===== config.mk =====
export PLATFORM = sky130hd
export DESIGN_NAME = demux_8_regbank
export DESIGN_NICKNAME = d
export VERILOG_FILES = /design/src/rtl/demux_8_pkg.sv /design/src/rtl/demux_8_decoder.sv /design/src/rtl/demux_8_regbank.sv
export SDC_FILE = /design/constraint.sdc
export NUM_CORES = 1
export LEC_CHECK = 0
export BUFFER_PORTS_ARGS = -buffer_cell sky130_fd_sc_hd__buf_2
export CORE_MARGIN = 8
export CORE_UTILIZATION = 35
export CTS_CLUSTER_DIAMETER = 80
export CTS_CLUSTER_SIZE = 30
export DETAILED_ROUTE_END_ITERATION = 16
export PLACE_DENSITY_LB_ADDON = 0.15
export SYNTH_ARGS = -nofsm -noshare
export SYNTH_HDL_FRONTEND = slang
export SYNTH_HIERARCHICAL = 1
export SYNTH_SLANG_ARGS = --single-unit

===== constraint.sdc =====
create_clock -name DEMUX_8_CLOCK_50 -period 2.3 [get_ports DEMUX_8_CLOCK_50]
set_input_delay 0.115 -clock DEMUX_8_CLOCK_50 [delete_from_list [all_inputs] [get_ports DEMUX_8_CLOCK_50]]
set_output_delay 0.115 -clock DEMUX_8_CLOCK_50 [all_outputs]
set_load 0.02 [all_outputs]

===== src/rtl/demux_8_pkg.sv =====
// Shared constants for the 8-way demux register bank: FSM encoding,
// active-low one-hot select codes and error-counter geometry.
package demux_8_pkg;

    localparam logic [1:0] ST_IDLE = 2'd0;
    localparam logic [1:0] ST_ACK  = 2'd1;
    localparam logic [1:0] ST_NACK = 2'd2;

    localparam int SEL_W = 8;

    localparam logic [SEL_W-1:0] SEL_CH0 = 8'hFE;
    localparam logic [SEL_W-1:0] SEL_CH1 = 8'hFD;
    localparam logic [SEL_W-1:0] SEL_CH2 = 8'hFB;
    localparam logic [SEL_W-1:0] SEL_CH3 = 8'hF7;
    localparam logic [SEL_W-1:0] SEL_CH4 = 8'hEF;
    localparam logic [SEL_W-1:0] SEL_CH5 = 8'hDF;
    localparam logic [SEL_W-1:0] SEL_CH6 = 8'hBF;
    localparam logic [SEL_W-1:0] SEL_CH7 = 8'h7F;

    localparam int                   ERR_CNT_W   = 8;
    localparam logic [ERR_CNT_W-1:0] ERR_CNT_MAX = 8'd255;
    localparam logic [ERR_CNT_W-1:0] ERR_CNT_ONE = 8'd1;

endpackage


===== src/rtl/demux_8_decoder.sv =====
// Maps an active-low one-hot select code to a channel index; anything that is
// not exactly one of the eight listed codes is reported as invalid.
module demux_8_decoder
    import demux_8_pkg::*;
(
    input  logic [SEL_W-1:0] sel_i,
    output logic [2:0]       idx_o,
    output logic             valid_o
);

    // Exact-match decode so multi-zero, all-ones and all-zero codes fall to default
    always_comb begin
        idx_o   = 3'd0;
        valid_o = 1'b0;
        case (sel_i)
            SEL_CH0: begin idx_o = 3'd0; valid_o = 1'b1; end
            SEL_CH1: begin idx_o = 3'd1; valid_o = 1'b1; end
            SEL_CH2: begin idx_o = 3'd2; valid_o = 1'b1; end
            SEL_CH3: begin idx_o = 3'd3; valid_o = 1'b1; end
            SEL_CH4: begin idx_o = 3'd4; valid_o = 1'b1; end
            SEL_CH5: begin idx_o = 3'd5; valid_o = 1'b1; end
            SEL_CH6: begin idx_o = 3'd6; valid_o = 1'b1; end
            SEL_CH7: begin idx_o = 3'd7; valid_o = 1'b1; end
            default: begin idx_o = 3'd0; valid_o = 1'b0; end
        endcase
    end

endmodule


===== src/rtl/demux_8_regbank.sv =====
// Eight holding registers written under a four-phase write/ack handshake.
// Invalid select codes raise error_Out instead and bump a saturating counter.
module demux_8_regbank
    import demux_8_pkg::*;
#(
    parameter int DATAWIDTH_DEMUX_SELECTION = 8,
    parameter int DATAWIDTH_BUS             = 32
) (
    input  logic                                 DEMUX_8_CLOCK_50,
    input  logic                                 DEMUX_8_RESET_InHigh,
    input  logic                                 DEMUX_8_write_In,
    input  logic [DATAWIDTH_BUS-1:0]             DEMUX_8_data_InBUS,
    input  logic [DATAWIDTH_DEMUX_SELECTION-1:0] DEMUX_8_selection_InBUS,
    output logic [DATAWIDTH_BUS-1:0]             DEMUX_8_data0_OutBUS,
    output logic [DATAWIDTH_BUS-1:0]             DEMUX_8_data1_OutBUS,
    output logic [DATAWIDTH_BUS-1:0]             DEMUX_8_data2_OutBUS,
    output logic [DATAWIDTH_BUS-1:0]             DEMUX_8_data3_OutBUS,
    output logic [DATAWIDTH_BUS-1:0]             DEMUX_8_data4_OutBUS,
    output logic [DATAWIDTH_BUS-1:0]             DEMUX_8_data5_OutBUS,
    output logic [DATAWIDTH_BUS-1:0]             DEMUX_8_data6_OutBUS,
    output logic [DATAWIDTH_BUS-1:0]             DEMUX_8_data7_OutBUS,
    output logic                                 DEMUX_8_ack_Out,
    output logic                                 DEMUX_8_error_Out,
    output logic [ERR_CNT_W-1:0]                 DEMUX_8_errorCount_OutBUS
);

    logic [1:0]               state_q, state_d;
    logic                     ack_q, ack_d;
    logic                     err_q, err_d;
    logic [ERR_CNT_W-1:0]     cnt_q, cnt_d;
    logic [DATAWIDTH_BUS-1:0] data_q [0:7];
    logic [DATAWIDTH_BUS-1:0] data_d [0:7];

    logic [2:0] chan_idx_s;
    logic       chan_valid_s;
    logic       accept_s;
    logic [7:0] wr_en_s;

    demux_8_decoder u_decoder (
        .sel_i   (DEMUX_8_selection_InBUS),
        .idx_o   (chan_idx_s),
        .valid_o (chan_valid_s)
    );

    // A request is taken only from IDLE, so a held write_In never retriggers
    assign accept_s = (state_q == ST_IDLE) && DEMUX_8_write_In;
    assign wr_en_s  = (accept_s && chan_valid_s) ? (8'd1 << chan_idx_s) : 8'd0;

    // State, flag, counter and data-bank registers
    always_ff @(posedge DEMUX_8_CLOCK_50) begin
        if (DEMUX_8_RESET_InHigh) begin
            state_q <= ST_IDLE;
            ack_q   <= 1'b0;
            err_q   <= 1'b0;
            cnt_q   <= {ERR_CNT_W{1'b0}};
            for (int i = 0; i < 8; i++) begin
                data_q[i] <= {DATAWIDTH_BUS{1'b0}};
            end
        end else begin
            state_q <= state_d;
            ack_q   <= ack_d;
            err_q   <= err_d;
            cnt_q   <= cnt_d;
            for (int i = 0; i < 8; i++) begin
                data_q[i] <= data_d[i];
            end
        end
    end

    // Next-state logic; the unused encoding falls back to IDLE
    always_comb begin
        state_d = ST_IDLE;
        case (state_q)
            ST_IDLE: begin
                if (DEMUX_8_write_In) begin
                    state_d = chan_valid_s ? ST_ACK : ST_NACK;
                end else begin
                    state_d = ST_IDLE;
                end
            end
            ST_ACK:  state_d = DEMUX_8_write_In ? ST_ACK  : ST_IDLE;
            ST_NACK: state_d = DEMUX_8_write_In ? ST_NACK : ST_IDLE;
            default: state_d = ST_IDLE;
        endcase
    end

    // Moore flags decoded from the next state so they land in flops alongside it
    always_comb begin
        ack_d = (state_d == ST_ACK);
        err_d = (state_d == ST_NACK);
    end

    // Bank write-enables and saturating reject counter
    always_comb begin
        for (int i = 0; i < 8; i++) begin
            if (wr_en_s[i]) begin
                data_d[i] = DEMUX_8_data_InBUS;
            end else begin
                data_d[i] = data_q[i];
            end
        end
        if (accept_s && !chan_valid_s && (cnt_q != ERR_CNT_MAX)) begin
            cnt_d = cnt_q + ERR_CNT_ONE;
        end else begin
            cnt_d = cnt_q;
        end
    end

    assign DEMUX_8_data0_OutBUS      = data_q[0];
    assign DEMUX_8_data1_OutBUS      = data_q[1];
    assign DEMUX_8_data2_OutBUS      = data_q[2];
    assign DEMUX_8_data3_OutBUS      = data_q[3];
    assign DEMUX_8_data4_OutBUS      = data_q[4];
    assign DEMUX_8_data5_OutBUS      = data_q[5];
    assign DEMUX_8_data6_OutBUS      = data_q[6];
    assign DEMUX_8_data7_OutBUS      = data_q[7];
    assign DEMUX_8_ack_Out           = ack_q;
    assign DEMUX_8_error_Out         = err_q;
    assign DEMUX_8_errorCount_OutBUS = cnt_q;

endmodule


==> results.yml <==
clock_tree:
  cts.repair.resized: 0
  cts.sinks: 268
  worst_skew_pair.late_latency_ns: 0.50
  path_clk_slew_ns: 0.11
  cts_made_buffers: 16
  cts_buffer_depth: 3
  cts_htree_levels: 1
  root_buffer: "clkbuf_16"
  cts_tree: "done"
synth:
  synth_edf_count: 0
  synth_top_area_frac: 0.4974
  syn-num-nets: 1360
  synth_area_leaders: "dfxtp_1 50%, a21oi_1 12%, o21ai_0 12%, nand3_1 7.6%, clkbuf_1 4.9%"
  yosysMostFrequentCell: "dfxtp_1"
  synth_ff_type: "dfxtp_1"
  yosys.area.top_type: "dfxtp_1"
  netlist_area_mm2: 0.01079
  syn_area_per_cell_um2: 8.197
  ys_warn_count: 6
  yosys-top-cells-count: "268 x dfxtp_1, 263 x a21oi_1, 257 x o21ai_0"
  syn-instance-count: 1316
  ys_seq_area_frac: 0.4974
  ys_async_sr_fraction: 0
  ys_seq_elements: 268
  synth_cell_types: 43
floorplanning:
  coreArea_mm2: 0.03051
  ioPinCount: 309
  rows: 64
  fp.dieW_um: 191.6
  die_h_um: 191.6
  die-area_mm2: 0.03669
  start_util: 0.3536
timing:
  finalSetupViolCount: 0
  timing.final.ws_setup_ns: 0.4177
  tightest_slew_ns: 0.6524
  hold_viol_final: 0
  rsz0062_at_grt: "no"
  hold_slack_ns: 0.01720
  slew_headroom: 0.5651
  fin_crit_ns: 1.882
  timing.final.crit_share: 0.8184
  skew_ns: 0.02023
  max_freq_ghz: 0.5313
  slew_viol_final: 0
finish:
  finalNonFillerCells: 1915
  register_area_mm2: 0.005365
  drive_gt1_frac: 0.2653
  syn_to_final_growth_pct: 25.43
  diodes: 0
  num-fill-cells: 3080
  multi_input_area_mm2: 0.004737
  final_nets: 1554
place:
  dp_cells: 1882
  dpl.hpwl_um: 27990
  place_ws_ns: -0.07827
  place_congestion: 0.8102
  io_buffers: 308
setup_path:
  critPathArrivalTime_ns: 2.29
  critPathRequiredTime_ns: 2.70
  critPathKind: "input pin to register"
  critPathMaxFanout: 4
  end_kind: "register"
  crit_path_start_kind: "input pin"
min_path:
  hold_path.class: "input pin to register"
detailed_routing:
  vias_per_cell: 5.723
  num_vias: 10959
  totalWireLength_um: 46330
  avgRoutedWirePerCell_um: 24.19
  drt-pass1-iter-count: 5
  antenna_left: 0
  drc: 0
  drtIter0Drc: 1316
global_route:
  antenna_found_initial: 1
  grt_max_degree: 95
  grt_pass1_vias: 9938
  grt.overflow.total: 0
  grt_pass1_wl_um: 66160
  grt_use_total: 0.2352
flow_run:
  cap_violations: 0
power:
  pwr-share-seq: 0.542
  p_sw_frac: 0.2625
  p_int_uw: 6336
  p_leak_uw: 0.005200
  vdd.ir_drop.worst_mv: 0.4631
  p_clk_frac: 0.398
  powerDensity_mw_per_mm2: 635.0
  p_comb_frac: 0.060
  switchingPower_uw: 2255
status:
  outcome: "finished, final reports clean"
-- power groups by stage --
stage,sequential [uW],combinational [uW],clock [uW]
finish,4660,515,3420
global route,4660,527,3660
CTS,4660,509,3500
detailed placement,4760,499,0
global placement,4760,498,0
floorplan,4770,229,0
-- cell usage in the layout, fill, tap and decap left out, types with 2 or more instances in the layout --
cell type,instances
inv_1,2
and3_1,4
buf_4,21
nand2_1,5
or3b_2,3
a311oi_1,2
nand2b_1,3
nor2_1,7
nand3_1,164
xnor2_1,2
o21ai_0,257
nor3b_2,3
dfxtp_1,268
inv_6,2
and2_1,2
nand4b_1,35
inv_8,5
nand3b_1,3
a31oi_1,2
nand4_1,66
buf_2,307
mux2i_1,2
mux2_2,2
and3b_1,2
nor2b_2,2
a21oi_1,262
dlygate4sd3_1,6
and4_1,2
nor3_1,5
buf_12,29
nor2b_1,3
a211oi_1,2
clkbuf_16,17
-- area by class of cell --
cell class | count | share of cell area
inverter | 2 | 0.0005549
multi-input combinational | 858 | 0.3501
clock inverter | 10 | 0.01110
sequential | 268 | 0.3966
tap | 396 | 0.03662
clock buffer | 17 | 0.03144
timing repair buffer | 364 | 0.1736
-- worst paths after layout --
kind	startpoint	endpoint	slack [ns]	cells past startpoint
worst max-delay path	DEMUX_8_selection_InBUS[7]	DEMUX_8_errorCount_OutBUS[5]$_SDFFE_PP0P_	0.42	8
worst min register to register	data_q[1][12]$_SDFFE_PP0P_	data_q[1][12]$_SDFFE_PP0P_	0.47	2
worst min-delay path	DEMUX_8_data_InBUS[0]	data_q[1][32]$_SDFFE_PP0P_	0.02	3
worst max register to register	state_q[0]$_SDFF_PP0_	DEMUX_8_errorCount_OutBUS[5]$_SDFFE_PP0P_	0.51	3
-- timing repair --
action	CTS	global route
hold endpoints to repair	20	0
buffers inserted	0	0
hold buffers	6	0
-- registers in the layout, summed over array words and instances (netlist names) --
| name | cells |
|---|---|
| DEMUX_8_errorCount_OutBUS | 8 |
| DEMUX_8_ack_Out | 1 |
| data_q | 256 |
| DEMUX_8_error_Out | 1 |
| state_q | 2 |
-- worst max-delay path: stages --
cell and delay [ns]:
buf_2 0.12, xor2_1 0.17, nand3_1 0.13, a31oi_4 0.11, or3_4 0.38, or4b_1 0.58, nor4_2 0.32, mux2_2 0.36
-- metrics by stage --
step / instance area [um^2] / setup TNS [ns] / total power (uW) / util
6_report: 13530 / 0 / 8591 / 0.4434
5_1_grt: 13530 / 0 / 8845 / 0.4434
3_5_place_dp: 12890 / -0.4609 / 5262 / 0.4226
4_1_cts: 13530 / 0 / 8664 / 0.4434
2_1_floorplan: 10820 / -0.1089 / 5002 / -
3_3_place_gp: 12890 / -0.2870 / 5261 / 0.4226
-- cells by family (layout without fill, tap and decap cells) --
logic type	Yosys count	count (layout)	share of synthesized area
compound gates	530	530	0.2485
mux	4	4	0.003944
simple gates	320	320	0.1755
buf+inv	190	393	0.07111
flops	268	268	0.4974
fa+ha+maj	1	1	0.001160
xor+xnor	3	3	0.002436
-- routing by layer --
| layer | global-route usage | wire length (um) | vias up |
|---|---|---|---|
| met1 | 0.3267 | 19240 | 5231 |
| li1 | - | - | 5153 |
| met3 | 0.04615 | 4379 | 80 |
| met5 | 0 | 0 | - |
| met4 | 0.09591 | 1931 | 0 |
| met2 | 0.3517 | 20780 | 495 |
Note: power is estimated with default switching activity, not from simulation.
